`src/rtl/adc_avalon_slave.sv`:
```
// adc_avalon_slave: Avalon-MM slave publishing per-channel (optionally averaged) ADC results.
// Define ADC_OVERRUN_DETECT_EN to add sticky overrun flags in STATUS[31:16].
module adc_avalon_slave #(
    parameter int N_CH     = 8,
    parameter int DATA_W   = 12,
    parameter int AVG_LOG2 = 0
) (
    input  logic              sys_clk,
    input  logic              sys_reset,
    input  logic              sample_valid,
    input  logic [3:0]        sample_chan,
    input  logic [DATA_W-1:0] sample_data,
    input  logic              chipselect,
    input  logic [4:0]        addr,
    input  logic              read,
    input  logic              write,
    input  logic [31:0]       writedata,
    output logic [31:0]       readdata
);

    localparam int         ACC_W    = DATA_W + AVG_LOG2;
    localparam logic [4:0] A_STATUS = 5'd16;
    localparam logic [4:0] A_CTRL   = 5'd17;
    localparam logic [4:0] A_CNT    = 5'd18;

    logic [DATA_W-1:0] live [N_CH];
    logic [DATA_W-1:0] shad [N_CH];
    logic [N_CH-1:0]   new_flag;
    logic [N_CH-1:0]   ovr_flag;
    logic [N_CH-1:0]   hit;
    logic [N_CH-1:0]   pub;
    logic              freeze;
    logic [31:0]       sample_cnt;
    logic [31:0]       status;
    logic [31:0]       rd_mux;
    logic              rd_stb;
    logic              rd_status;
    logic              ctrl_wr;
    logic              snap;
    logic              accept;
    logic              unused_wd;

    assign rd_stb    = chipselect && read;
    assign rd_status = rd_stb && (addr == A_STATUS);
    assign ctrl_wr   = chipselect && write && (addr == A_CTRL);
    assign snap      = ctrl_wr && writedata[0];
    assign accept    = |hit;
    assign unused_wd = ^writedata[31:1];

    for (genvar i = 0; i < N_CH; i++) begin : g_ch
        logic [DATA_W-1:0] res;
        logic [DATA_W-1:0] shd;
        logic              nf;

        assign hit[i] = sample_valid && (sample_chan == 4'(i));

        if (AVG_LOG2 == 0) begin : g_pass
            assign pub[i] = hit[i];

            always_ff @(posedge sys_clk or posedge sys_reset) begin
                if (sys_reset) begin
                    res <= '0;
                end else if (pub[i]) begin
                    res <= sample_data;
                end
            end
        end else begin : g_avg
            logic [ACC_W-1:0]    acc;
            logic [ACC_W-1:0]    sum;
            logic [AVG_LOG2-1:0] cnt;

            assign sum    = acc + ACC_W'(sample_data);
            assign pub[i] = hit[i] && (&cnt);

            always_ff @(posedge sys_clk or posedge sys_reset) begin
                if (sys_reset) begin
                    res <= '0;
                    acc <= '0;
                    cnt <= '0;
                end else if (hit[i]) begin
                    if (&cnt) begin
                        res <= DATA_W'(sum >> AVG_LOG2);
                        acc <= '0;
                        cnt <= '0;
                    end else begin
                        acc <= sum;
                        cnt <= cnt + AVG_LOG2'(1);
                    end
                end
            end
        end

        // Snapshot samples res before any same-edge publish lands.
        always_ff @(posedge sys_clk or posedge sys_reset) begin
            if (sys_reset) begin
                shd <= '0;
            end else if (snap) begin
                shd <= res;
            end
        end

        always_ff @(posedge sys_clk or posedge sys_reset) begin
            if (sys_reset) begin
                nf <= 1'b0;
            end else if (pub[i]) begin
                nf <= 1'b1;
            end else if (rd_status) begin
                nf <= 1'b0;
            end
        end

`ifdef ADC_OVERRUN_DETECT_EN
        logic ov;

        always_ff @(posedge sys_clk or posedge sys_reset) begin
            if (sys_reset) begin
                ov <= 1'b0;
            end else if (pub[i] && nf) begin
                ov <= 1'b1;
            end else if (rd_status) begin
                ov <= 1'b0;
            end
        end

        assign ovr_flag[i] = ov;
`else
        assign ovr_flag[i] = 1'b0;
`endif

        assign live[i]     = res;
        assign shad[i]     = shd;
        assign new_flag[i] = nf;
    end

    assign status = 32'(new_flag) | (32'(ovr_flag) << 16);

    always_ff @(posedge sys_clk or posedge sys_reset) begin
        if (sys_reset) begin
            freeze <= 1'b0;
        end else if (ctrl_wr) begin
            freeze <= writedata[0];
        end
    end

    always_ff @(posedge sys_clk or posedge sys_reset) begin
        if (sys_reset) begin
            sample_cnt <= '0;
        end else if (accept) begin
            sample_cnt <= sample_cnt + 32'd1;
        end
    end

    always_comb begin
        rd_mux = '0;
        case (addr)
            A_STATUS: rd_mux = status;
            A_CTRL:   rd_mux = {31'd0, freeze};
            A_CNT:    rd_mux = sample_cnt;
            default: begin
                for (int i = 0; i < N_CH; i++) begin
                    if (addr == 5'(i)) begin
                        rd_mux = 32'(freeze ? shad[i] : live[i]);
                    end
                end
            end
        endcase
    end

    always_ff @(posedge sys_clk or posedge sys_reset) begin
        if (sys_reset) begin
            readdata <= '0;
        end else if (rd_stb) begin
            readdata <= rd_mux;
        end
    end

endmodule
```
`config.mk`:
```
export PLATFORM = sky130hd
export DESIGN_NAME = adc_avalon_slave
export DESIGN_NICKNAME = d
export VERILOG_FILES = /design/src/rtl/adc_avalon_slave.sv
export SDC_FILE = /design/constraint.sdc
export NUM_CORES = 1
export LEC_CHECK = 0
export ABC_AREA = 0
export ABC_CLOCK_PERIOD_IN_PS = 8000
export CORE_UTILIZATION = 44
export CTS_BUF_LIST = sky130_fd_sc_hd__clkbuf_4
export CTS_CLUSTER_DIAMETER = 60
export DETAILED_ROUTE_END_ITERATION = 12
export DONT_BUFFER_PORTS = 1
export GPL_ROUTABILITY_DRIVEN = 0
export SLEW_MARGIN = 20
export SYNTH_ARGS = -nofsm -noshare
export SYNTH_HDL_FRONTEND = slang
export SYNTH_SLANG_ARGS = --single-unit
```
`constraint.sdc`:
```
create_clock -name sys_clk -period 8 [get_ports sys_clk]
set_input_delay 0.8 -clock sys_clk [delete_from_list [all_inputs] [get_ports sys_clk]]
set_output_delay 0.8 -clock sys_clk [all_outputs]
set_load 0.05 [all_outputs]
```
Word-level counts from Yosys, hierarchy flattened
Cells that the tools add are included.

word-level totals
  logic and storage cells = 95
  input port bits = 59
  register bits = 265
  output and inout port bits = 32

cells by class
  equality and inequality tests = 17
  $add $sub $neg = 1
  reduce and logical (&&, ||, !) cells = 24
  multiplexer cells = 26

operators with widths
  cell                     number
  $mux W32                 7
  $mux W12                 9
  $pmux W32 S3             1
  $add A32 B1 Y32 const B  1
  $eq A5 B3 Y1 const B     4
  $eq A4 B3 Y1 const B     4
  $reduce_bool A2 Y1       8
  $eq A5 B5 Y1 const B     3
  $logic_and A1 B1 Y1      13
  $eq A5 B2 Y1 const B     2
  $mux W1                  9
  $eq A4 B2 Y1 const B     2
  $reduce_or A8 Y1         1
  $eq A5 B1 Y1 const B     1
  $logic_not A5 Y1         1
  $eq A4 B1 Y1 const B     1
  $logic_not A4 Y1         1

Depth between registers and ports, before layout
  depth after elaboration = 10
  mapped depth = 8
  mapped depth without buffers = 6

Worst setup path after synthesis
No wires, ideal clock.

  path type = in2reg
  from = in sample_valid
  to = reg g_ch[5].res[0]
  required time = 7875 ps
  data arrival time = 2140 ps
  setup time = 125 ps
  cell stages on the path = 5
  path slack = 5736 ps
  cell sequence = nor2b_1 > nand2_1 > nor3b_1 > buf_2 > mux2_2

on the way
  word-level cells in the longest chain between the ends = 1

RTL lines
  item                  line  RTL
  start, declared       10    input logic sample_valid,
  $logic_and A1 B1 Y1   55    assign hit[i] = sample_valid && (sample_chan == 4'(i));
  end signal, assigned  64    res <= sample_data;
  end, declared         51    logic [DATA_W-1:0] res;

No other way between the ends.
A chain may end at the register's enable or synchronous reset.

Final worst setup path
  from = reg freeze
  to = reg readdata[0]

on the way
  word-level cells in the longest chain between the ends = 10
  elaborated cells between the ends (all ways) = 17
  those cells by class = mux: 17

RTL lines
  item                    line  RTL
  start, declared         32    logic freeze;
  start signal, assigned  141   freeze <= writedata[0];
  $mux W12                162   rd_mux = 32'(freeze ? shad[i] : live[i]);
  $mux W12                161   if (addr == 5'(i)) begin
  $mux W32 (7 in series)  161
  $pmux W32 S3 (*)        155   case (addr)
  end signal, assigned    173   readdata <= rd_mux;
  end, declared           18    output logic [31:0] readdata

Every way passes the cells marked *; elsewhere a longest branch is shown, timed or not.

==> reports/qor.yml <==
cap_violations: 0
worst_ep_arrival_time_ns: 3.76
utilization_pct: 50.2
max_freq_mhz: 310
die_w_um: 169
syn_avg_cell_area_sq_um: 12.4
pin_count: 91
ys_top_cells_by_area: "dfrtp_1 54%, mux2_2 16%, mux2i_1 5.4%, mux2_4 3.5%, nand2_1 2.4%"
core_area_sq_um: 27200
met3_length_um: 1340
holdWs_ns: 0.275
ys_types: 47
hold_class: "in -> reg"
finalSetupViolCount: 0
peakVddDrop_mv: 0.119
top_layer_used: "met4"
drt_wl_total_um: 28500
worst_pin_slew_ns: 1.12
p_leak_nw: 6.44
dr.first_iter.drc_count: 487
final_max_slew_viol_count: 0
dieArea_sq_um: 28700
insertion_delay_ns: 0.68
htreeDepth: 3
wl_met2_um: 13500
cts_resized: 0
cp.required_ns: 8.53
final_nets: 1081
critical_path_buf_inv_count: 1
status: "complete, no violations"
syn_area_sq_um: 12300
path_clk_slew_ns: 0.06
crit_slowest_cell: "dfrtp_4"
io_buffers: 0
cp_top_family: "flip-flops"
clock_sinks: 265
syn_to_final_growth_pct: 10.6
crit_path_max_fanout: 54
path_class: "reg -> reg"
synth_top_cell_area_share_pct: 53.8
maxSlewHeadroom_pct: 25.0
viasPerCell: 5.50
yosysWarnings: 0
synthFlopType: "dfrtp_1"
ys_seq_elements: 265
detail_route.wl_per_cell_um: 19.8
wl_met1_um: 13200
setup_tns_ns: 0
rows: 60
cts_tree: "done"
grt_max_degree: 187
period_needed_ns: 3.22
grt_pass1_wl_um: 45900
crit_path_cell_trace: "buf_4, mux2i_1, o21a_1, nor2_1, a2111oi_0, nor4_1"
fin_skew_ns: 0.0380
powerDensity_nw_per_um2: 248
syn-num-nets: 1050
synth_top_cell_by_area: "dfrtp_1"
initial_core_util_pct: 45.3
cp-end-kind: "flip-flop"
cts_buffers: 74
layout-drive-gt1-share_pct: 32.5
cp_slowest_stage_delay_ns: 0.96
drc_errors: 0
hold_viol: 0
critPathLaunchType: "flip-flop"
grt_overflow: 0
ctsLongestPathBuffers: 3
cts_hold_buf: 1
synth_enable_flop_cells: 0
rsz0062_at_grt: "no"
ant_nets: 0
vias: 7938
drt_pass1_iterations: 5
syn_inst: 990
root_buffer: "clkbuf_4"
hpwl_um: 17000
async_flop_share_pct: 100
first_global_vias: 8114
dieHeight_um: 169
antenna_found_initial: 1
finalCritPeriodShare_pct: 40.3
cts_setup_buffers: 0
yosysSeqAreaShare_pct: 53.8
gr-usage-all-layers_pct: 20.8
[registers in the layout, indices dropped and copies added, names as in the netlist]
| register | cells |
|---|---|
| g_ch.res | 96 |
| g_ch.shd | 96 |
| readdata | 32 |
| sample_cnt | 32 |
| g_ch.nf | 8 |
| freeze | 1 |
[where the power goes]
part	switching, mW	total, mW	internal (mW)
Clock	0.559	1.27	0.712
Combinational	0.174	0.415	0.241
Sequential	0.172	1.69	1.52
Total	0.906	3.37	2.47
[per-stage QoR]
step	instances	worst slack [ns]	total power, mW	instance area, sq um
finish	1442	4.78	3.37	13600
global route	1442	4.53	3.56	13600
detailed placement	1315	4.43	2.13	12600
global placement	1315	4.45	2.11	12600
CTS	1440	4.76	3.42	13600
floorplan	990	3.70	2.03	12300
[cell usage after synthesis (all sizes together), types with 3 or more instances]
cell type / n
o21ai: 62
a21oi: 18
nor3: 6
mux2: 206
a31oi: 5
a21o: 5
mux2i: 66
nand4: 7
clkbuf: 29
nor3b: 4
nand3: 13
nor2b: 15
dfrtp: 265
nand2: 81
o31ai: 5
nand2b: 6
mux4: 3
xor2: 8
o22ai: 14
a2111oi: 7
and2: 8
nor2: 34
nand3b: 3
a211oi: 22
o22a: 4
and3: 15
a221oi: 6
inv: 5
and4: 6
buf: 29
xnor2: 23
[kinds of logic after synthesis]
| group | count (synthesis) | share of synthesized area (%) |
|---|---|---|
| buf+inv | 63 | 2.53 |
| flops | 265 | 53.8 |
| simple gates | 203 | 8.09 |
| compound gates | 152 | 7.62 |
| fa+ha+maj | 1 | 0.102 |
| mux | 275 | 25.6 |
| xor+xnor | 31 | 2.20 |
[cell usage in the layout, fill, tap and decap left out, types with 6 or more instances in the layout]
cell type,n
dfrtp_1,264
mux2_2,177
clkbuf_4,108
nand2_1,80
mux2i_1,66
o21ai_0,60
nor2_1,34
mux2_4,29
xnor2_1,23
a211oi_1,22
a21oi_1,18
and3_1,15
nor2b_1,15
o22ai_1,14
nand3_1,13
buf_4,10
xor2_1,8
clkinv_1,8
and2_1,7
a2111oi_0,7
nand4_1,7
a221oi_1,6
nand2b_1,6
and4_1,6
[area by class of cell]
cell class | instances | area (sq um)
diodes | 1 | 2.50
clock buffers | 108 | 811
clock inverters | 16 | 151
fillers | 2491 | 13500
inverters | 5 | 22.5
multi-input cells | 662 | 5410
flip-flops and latches | 265 | 6640
well taps | 372 | 465
repair buffers | 13 | 133
[worst register-to-register path, stage by stage, from the launching register on]
cell and delay [ns]:
dfrtp_4 0.96, buf_4 0.80, mux2i_1 0.42, o21a_1 0.14, nor2_1 0.03, a2111oi_0 0.59, nor4_1 0.14
[routing by layer]
layer / vias to the layer above / global-route usage, %
met4: 0 / 7.29
met1: 4028 / 28.6
met5: - / 0
li1: 3672 / -
met3: 49 / 4.29
met2: 189 / 32.6
[worst paths after layout]
path                                            startpoint                           to  slack (ns)  cells after the start
worst min-delay path                       sample_data[10]  g_ch[6].res[10]$_DFFE_PP0P_        0.28                      1
worst min register to register  sample_cnt[31]$_DFFE_PP0P_   sample_cnt[31]$_DFFE_PP0P_        0.47                      1
max in group asynchronous                        sys_reset   g_ch[5].res[7]$_DFFE_PP0P_        6.14                      4
worst max register to register          freeze$_DFFE_PP0P_      readdata[0]$_DFFE_PP0P_        4.78                      6
worst max-delay path                    freeze$_DFFE_PP0P_      readdata[0]$_DFFE_PP0P_        4.78                      6
min in group asynchronous                        sys_reset   sample_cnt[18]$_DFFE_PP0P_        0.55                      2
No activity file was read; power rests on OpenSTA's default activity.
